`config.mk`:
```
export PLATFORM = sky130hd
export DESIGN_NAME = fp32_norm_shift_seq
export DESIGN_NICKNAME = d
export VERILOG_FILES = /design/src/rtl/fp32_norm_shift_seq.sv
export SDC_FILE = /design/constraint.sdc
export NUM_CORES = 1
export LEC_CHECK = 0
export ABC_AREA = 1
export BUFFER_PORTS_ARGS = -buffer_cell sky130_fd_sc_hd__buf_2
export CAP_MARGIN = 15
export CORE_UTILIZATION = 40
export CTS_CLUSTER_SIZE = 16
export DETAILED_ROUTE_END_ITERATION = 7
export PLACE_DENSITY = 0.58
export SLEW_MARGIN = 10
export SYNTH_ARGS = -nofsm -noshare
export SYNTH_HDL_FRONTEND = slang
export SYNTH_SLANG_ARGS = --single-unit
export TNS_END_PERCENT = 1
```
`constraint.sdc`:
```
create_clock -name clk -period 4.2 [get_ports clk]
set_input_delay 0.84 -clock clk [delete_from_list [all_inputs] [get_ports clk]]
set_output_delay 0.84 -clock clk [all_outputs]
set_load 0.01 [all_outputs]
```
`src/rtl/fp32_norm_shift_seq.sv`:
```
// Multi-cycle left-shift normalizer for the FP32 datapath.
// Shifts the mantissa left one bit per cycle until its MSB is set. The
// exponent is decremented in lockstep and is floored at the subnormal
// boundary. The shift count is reported for downstream consumers.
module fp32_norm_shift_seq #(
  parameter int WIDTH = 24,
  parameter int EXP_W = 8,
  parameter int CNT_W = 5
) (
  input  logic             clk,
  input  logic             reset,
  input  logic             start,
  input  logic [WIDTH-1:0] mant_in,
  input  logic [EXP_W-1:0] exp_in,
  output logic             busy,
  output logic             done,
  output logic [WIDTH-1:0] mant_out,
  output logic [EXP_W-1:0] exp_out,
  output logic [CNT_W-1:0] shift_cnt,
  output logic             zero,
  output logic             denorm
);

  localparam logic [1:0] ST_IDLE  = 2'd0;
  localparam logic [1:0] ST_SHIFT = 2'd1;
  localparam logic [1:0] ST_DONE  = 2'd2;

  localparam logic [CNT_W-1:0] CNT_MAX = CNT_W'(WIDTH - 1);
  localparam logic [EXP_W-1:0] EXP_ONE = EXP_W'(1);

  logic [1:0]       state;
  logic [WIDTH-1:0] mant_w;
  logic [EXP_W-1:0] exp_w;
  logic [CNT_W-1:0] cnt;

  logic             stop;
  logic             stop_zero;
  logic             stop_denorm;
  logic [EXP_W-1:0] stop_exp;

  // Stop decode in priority order: zero, subnormal input, normalized,
  // exponent floor, counter safety limit.
  always_comb begin
    stop        = 1'b0;
    stop_zero   = 1'b0;
    stop_denorm = 1'b0;
    stop_exp    = exp_w;
    if (mant_w == '0) begin
      stop      = 1'b1;
      stop_zero = 1'b1;
      stop_exp  = '0;
    end else if (exp_w == '0) begin
      stop        = 1'b1;
      stop_denorm = 1'b1;
      stop_exp    = '0;
    end else if (mant_w[WIDTH-1]) begin
      stop = 1'b1;
    end else if (exp_w == EXP_ONE) begin
      stop        = 1'b1;
      stop_denorm = 1'b1;
      stop_exp    = '0;
    end else if (cnt == CNT_MAX) begin
      stop = 1'b1;
    end
  end

  // Sequencer: accept in IDLE, shift until a stop condition, pulse done.
  always_ff @(posedge clk) begin
    if (reset) begin
      state     <= ST_IDLE;
      mant_w    <= '0;
      exp_w     <= '0;
      cnt       <= '0;
      busy      <= 1'b0;
      done      <= 1'b0;
      mant_out  <= '0;
      exp_out   <= '0;
      shift_cnt <= '0;
      zero      <= 1'b0;
      denorm    <= 1'b0;
    end else begin
      case (state)
        ST_IDLE: begin
          if (start) begin
            mant_w <= mant_in;
            exp_w  <= exp_in;
            cnt    <= '0;
            zero   <= 1'b0;
            denorm <= 1'b0;
            busy   <= 1'b1;
            state  <= ST_SHIFT;
          end
        end
        ST_SHIFT: begin
          if (stop) begin
            mant_out  <= mant_w;
            exp_out   <= stop_exp;
            shift_cnt <= cnt;
            zero      <= stop_zero;
            denorm    <= stop_denorm;
            done      <= 1'b1;
            state     <= ST_DONE;
          end else begin
            mant_w <= {mant_w[WIDTH-2:0], 1'b0};
            exp_w  <= exp_w - EXP_ONE;
            cnt    <= cnt + CNT_W'(1);
          end
        end
        ST_DONE: begin
          done  <= 1'b0;
          busy  <= 1'b0;
          state <= ST_IDLE;
        end
        default: begin
          done  <= 1'b0;
          busy  <= 1'b0;
          state <= ST_IDLE;
        end
      endcase
    end
  end

endmodule
```
==> results.json, run 1 <==
{
  "slowest_stage": "nor2_2",
  "critical_path.startpoint_type": "flip-flop",
  "synth.yosys.seq_area_share": 0.420,
  "min_period_ns": 2.41,
  "p_sw_frac": 0.366,
  "p_clk_frac": 0.255,
  "powerDensity_nw_per_um2": 467,
  "synth.area.top_cells": "dfxtp_1 42%, nand3_1 11%, nand2_1 10%",
  "cpMostUsedCell": "nand2_4",
  "synthCells": 536,
  "fin_cells": 723,
  "fin_crit_sh": 0.573,
  "cp_max_fo": 41,
  "critPathRequiredTime_ns": 4.46,
  "drc": 0,
  "die_h_um": 99.6,
  "coreArea_um2": 9240,
  "rows": 35,
  "grt_overflow": 0,
  "syn_area_per_cell_um2": 7.11,
  "critical-path-max-stage-delay_ns": 0.63,
  "cts_htree_levels": 3,
  "synth_edf_count": 0,
  "cts_buffers": 9,
  "cts_root_buffer": "clkbuf_8",
  "critPathArrivalTime_ns": 2.66,
  "syn_to_final_growth_pct": 14.2,
  "antenna_cells": 0,
  "critPathBufInv": 2,
  "endpoint_kind": "flip-flop",
  "cts_resized": 0,
  "clock_path_buffers": 2,
  "drv_cap": 0,
  "leakage_nw": 2.07,
  "ys_types": 29,
  "detail-route-antenna-nets": 0,
  "final-setup-viol-count": 0,
  "fmax_mhz": 415,
  "dieArea_um2": 9920,
  "dr.pass1.iters": 5,
  "vias_per_cell": 4.97,
  "nNetsFinal": 629,
  "fillers": 980,
  "drive_above_1_share": 0.224,
  "synth_flop_cell": "dfxtp_1",
  "finalWirelength_um": 9130,
  "grt_antenna_before_repair": 0,
  "placed_cell_area_um2": 4180,
  "yosys_warnings": 0,
  "path_clk_slew_ns": 0.08,
  "finalHoldViolCount": 0,
  "ios": 76,
  "cp_top_family": "simple AND/OR/NAND/NOR gates",
  "drtIter0Drc": 171,
  "num_vias": 3592,
  "seq_area_um2": 1600,
  "syn_area_um2": 3810,
  "critical_path_depth": 6,
  "async_flop_share": 0,
  "seqPwrFrac": 0.446,
  "status": "completed",
  "hold_depth": 2,
  "grt_first_pass_wirelength_um": 15200,
  "grtUsageTotal": 0.192,
  "r2r_cells": 6,
  "post-route-util": 0.471,
  "die_x_um": 99.6,
  "portBuffers": 75,
  "final_area_um2": 4350,
  "report.final.slew_viol_count": 0,
  "gp_congestion": 0.798,
  "crit_chain": "inv_1 -> nor2_2 -> nand2_4 -> clkinv_4 -> nand2_4 -> o21ai_0",
  "worst_slack_ns": 1.79,
  "initial_core_util": 0.412,
  "wire_per_inst_um": 12.6,
  "syn_nets": 575,
  "post_cts.repair.setup_buffers": 0,
  "path_class": "reg2reg",
  "ys_ff_latch": 80,
  "clock-skew-final_ns": 0.0119,
  "max_slew_margin": 0.295,
  "cts_sinks": 80,
  "grt_pass1_vias": 3132,
  "min_path_type": "reg2reg",
  "peakVddDrop_uv": 142,
  "holdWs_ns": 0.470,
  "clock_latency_ns": 0.35,
  "cts_tree": "yes",
  "p_comb_frac": 0.299,
  "synth_most_common_cell": "nand2_1",
  "hpwlAfterDp_um": 6010,
  "grt_max_degree": 59,
  "power_switching_mw": 0.744,
  "ctsHoldBuffers": 0,
  "pre_cts_ws_ns": 1.68,
  "synth_top_cell_area_share": 0.420,
  "intPower_mw": 1.29,
  "worst_slew_pin_slew_ns": 1.05,
  "dp_cells": 708,
  "multi_input_area_um2": 1850,
  "timing.setup.tns_ns": 0,
  "rsz0062_at_grt": "false",
  "netlist_top_cells_count": "103 x nand2_1, 82 x nand3_1, 80 x dfxtp_1",
  "yosysTopAreaCell": "dfxtp_1",
  "total_power_mw": 2.03
}
-- per-layer routing --
metal,GRT usage,share of wire,up-vias
li1,-,-,1856
met1,0.267,0.50,1640
met2,0.299,0.44,86
met3,0.0288,0.043,10
met4,0.0769,0.016,0
met5,0,0,-
-- tightest hold or removal path, delay by kind of cell (launching register included) --
family        cells  cell delay [ns]
flops             1             0.31
simple gates      2             0.12
-- kinds of logic after synthesis --
| group | after synthesis | synth area share |
|---|---|---|
| flops | 80 | 0.420 |
| simple gates | 270 | 0.317 |
| fa+ha+maj | 4 | 0.0131 |
| xor+xnor | 1 | 0.00230 |
| compound gates | 101 | 0.152 |
| buf+inv | 80 | 0.0949 |
-- placed cells by master, fill, tap and decap left out, drive strengths merged --
cell	Yosys	final
xnor2	1	1
ha	4	4
a21oi	37	37
o21ai	61	61
dfxtp	80	80
nor3	2	2
or2	2	2
buf	21	77
a31oi	1	1
clkbuf	13	12
nand4	7	7
nand3	84	84
o22ai	2	2
inv	45	45
clkinv	1	3
nand2	107	107
clkinvlp	0	1
nor2	68	68
-- final timing paths --
check             startpoint           end  slack (ns)
setup / recovery    state[0]  mant_out[20]        1.79
hold / removal    exp_out[5]    exp_out[5]        0.47
setup reg to reg    state[0]  mant_out[20]        1.79
hold reg to reg   exp_out[5]    exp_out[5]        0.47
-- sequential cells by signal, indices dropped and copies added, names as in the netlist --
register,cells
exp_w,8
denorm,1
shift_cnt,5
cnt,5
exp_out,8
mant_w,24
mant_out,24
done,1
state,2
busy,1
zero,1
-- cell type report --
cell class	instances	share of cell area
Timing Repair Buffer	77	0.0897
Sequential cell	80	0.368
Clock buffer	12	0.0356
Multi-Input combinational cell	376	0.425
Tap cell	129	0.0371
Clock inverter	3	0.00402
Inverter	46	0.0408
-- power groups by stage --
stage               Sequential [mW]  Combinational [mW]  Clock [mW]
finish                        0.907               0.607       0.518
global route                  0.919               0.692       0.567
detailed placement            0.924               0.611           0
global placement              0.922               0.603           0
CTS                           0.907               0.614       0.532
floorplan                     0.922               0.484           0
No activity file was read; power rests on OpenSTA's default activity.
==> inputs of run 2 (changes only) <==
==> constraint.sdc (replaced) <==
create_clock -name clk -period 2.25 [get_ports clk]
set_input_delay 0.45 -clock clk [delete_from_list [all_inputs] [get_ports clk]]
set_output_delay 0.45 -clock clk [all_outputs]
set_load 0.01 [all_outputs]
==> run 2 against run 1 <==
Clock skew decreased by 0.00065 ns. Die area unchanged. Final cell count up 1.1%. Combinational power rose by 91%. Largest power group unchanged. Critical path depth increased by 4. Critical endpoint is now zero. Sequential power grew 86%.
==> results.json, run 2 (synthesis gave the netlist of run 1 again) <==
{
  "grt_overflow": 0,
  "antenna_cells": 0,
  "dp_cells": 715,
  "fillers": 938,
  "gp_congestion": 0.834,
  "status": "completed",
  "cts_resized": 0,
  "wl_met3_um": 401,
  "peakVddDrop_uv": 333,
  "ctsHoldBuffers": 0,
  "initial_core_util": 0.412,
  "multi_input_area_um2": 1850,
  "grt_antenna_before_repair": 0,
  "dr.pass1.iters": 5,
  "cts_root_buffer": "clkbuf_8",
  "min_period_ns": 1.95,
  "hpwlAfterDp_um": 6340,
  "wl_met1_um": 4790,
  "holdWs_ns": 0.380,
  "fin_crit_sh": 0.866,
  "critPathArrivalTime_ns": 2.24,
  "dieArea_um2": 9920,
  "path_class": "reg2reg",
  "drc": 0,
  "drive_above_1_share": 0.236,
  "post-route-util": 0.487,
  "top_regs": "mant_out (24), mant_w (24)",
  "die_h_um": 99.6,
  "finalHoldViolCount": 0,
  "grtUsageTotal": 0.193,
  "min_path_type": "in2reg",
  "vias_per_cell": 4.90,
  "syn_to_final_growth_pct": 18.1,
  "grt_max_degree": 55,
  "cts_sinks": 80,
  "post_cts.repair.setup_buffers": 0,
  "num_vias": 3581,
  "seq_area_um2": 1600,
  "timing.setup.tns_ns": 0,
  "critical_path.startpoint_type": "flip-flop",
  "layout_common_cells": "102 x nand2_1, 82 x nand3_1, 80 x dfxtp_1",
  "worst_slew_pin_slew_ns": 0.852,
  "path_clk_slew_ns": 0.08,
  "rsz0062_at_grt": "false",
  "leakage_nw": 2.15,
  "drv_cap": 0,
  "critPathRequiredTime_ns": 2.54,
  "finalWirelength_um": 9380,
  "drtIter0Drc": 158,
  "grt_first_pass_wirelength_um": 15200,
  "endpoint_kind": "flip-flop",
  "clock_latency_ns": 0.35,
  "rows": 35,
  "coreArea_um2": 9240,
  "final_common_cell": "nand2_1",
  "powerDensity_nw_per_um2": 945,
  "final-setup-viol-count": 0,
  "portBuffers": 75,
  "nNetsFinal": 636,
  "die_x_um": 99.6,
  "wire_per_inst_um": 12.8,
  "cts_tree": "yes",
  "top_layer_used": "met4",
  "max_slew_margin": 0.432,
  "clock_path_buffers": 2,
  "report.final.slew_viol_count": 0,
  "cts_buffers": 9,
  "fin_cells": 731,
  "cts_htree_levels": 3,
  "cp_max_fo": 40,
  "detail-route-antenna-nets": 0,
  "clock-skew-final_ns": 0.0113,
  "fmax_mhz": 513,
  "wl_met2_um": 4110,
  "grt_pass1_vias": 3132,
  "ios": 76
}
-- run 2: cell types whose count changed in the layout (fill, tap and decap cells not counted), sizes merged --
cell / change
inv: +1
clkbuf: -3
buf: +7
bufinv: +4
clkinvlp: -1
-- run 2: worst paths after layout --
path / startpoint / to / slack, ns / cells after the start
max: exp_w[0] / zero / 0.30 / 10
max reg2reg: exp_w[0] / zero / 0.30 / 10
min reg2reg: done / done / 0.46 / 2
min: mant_in[0] / mant_w[0] / 0.38 / 3
-- run 2: power by group --
group          switching (mW)  internal (mW)
Sequential              0.106           1.59
Combinational           0.776          0.388
Clock                   0.542          0.853
Total                    1.42           2.83
-- run 2: final cells by class --
class	instances	share of cell area
clock buffer	9	0.0275
clock inverter	7	0.0317
inverter	46	0.0395
multi-input combinational	376	0.411
sequential	80	0.356
tap	129	0.0359
timing repair buffer	84	0.0984
-- run 2: routing by layer --
layer	GRT usage	up-vias
met4	0.0679	0
li1	-	1883
met2	0.292	81
met3	0.0358	6
met1	0.274	1611
met5	0	-
-- run 2: worst max-delay path: stages (launching register included) --
cell and delay [ns]:
dfxtp_1 0.38, inv_1 0.12, ha_1 0.22, nand2_1 0.08
a21oi_1 0.07, nor2_2 0.13, nand2_2 0.09, nand2_4 0.08
buf_4 0.41, nand3_1 0.14, a21oi_1 0.16
-- run 2: stage by stage --
step,total power [mW],instance area [µm²],worst slack [ns]
detailed placement,2.89,4230,0.307
finish,4.25,4500,0.302
floorplan,2.62,3810,0.680
global route,4.53,4500,0.0783
global placement,2.87,4230,0.422
CTS,4.30,4500,0.297
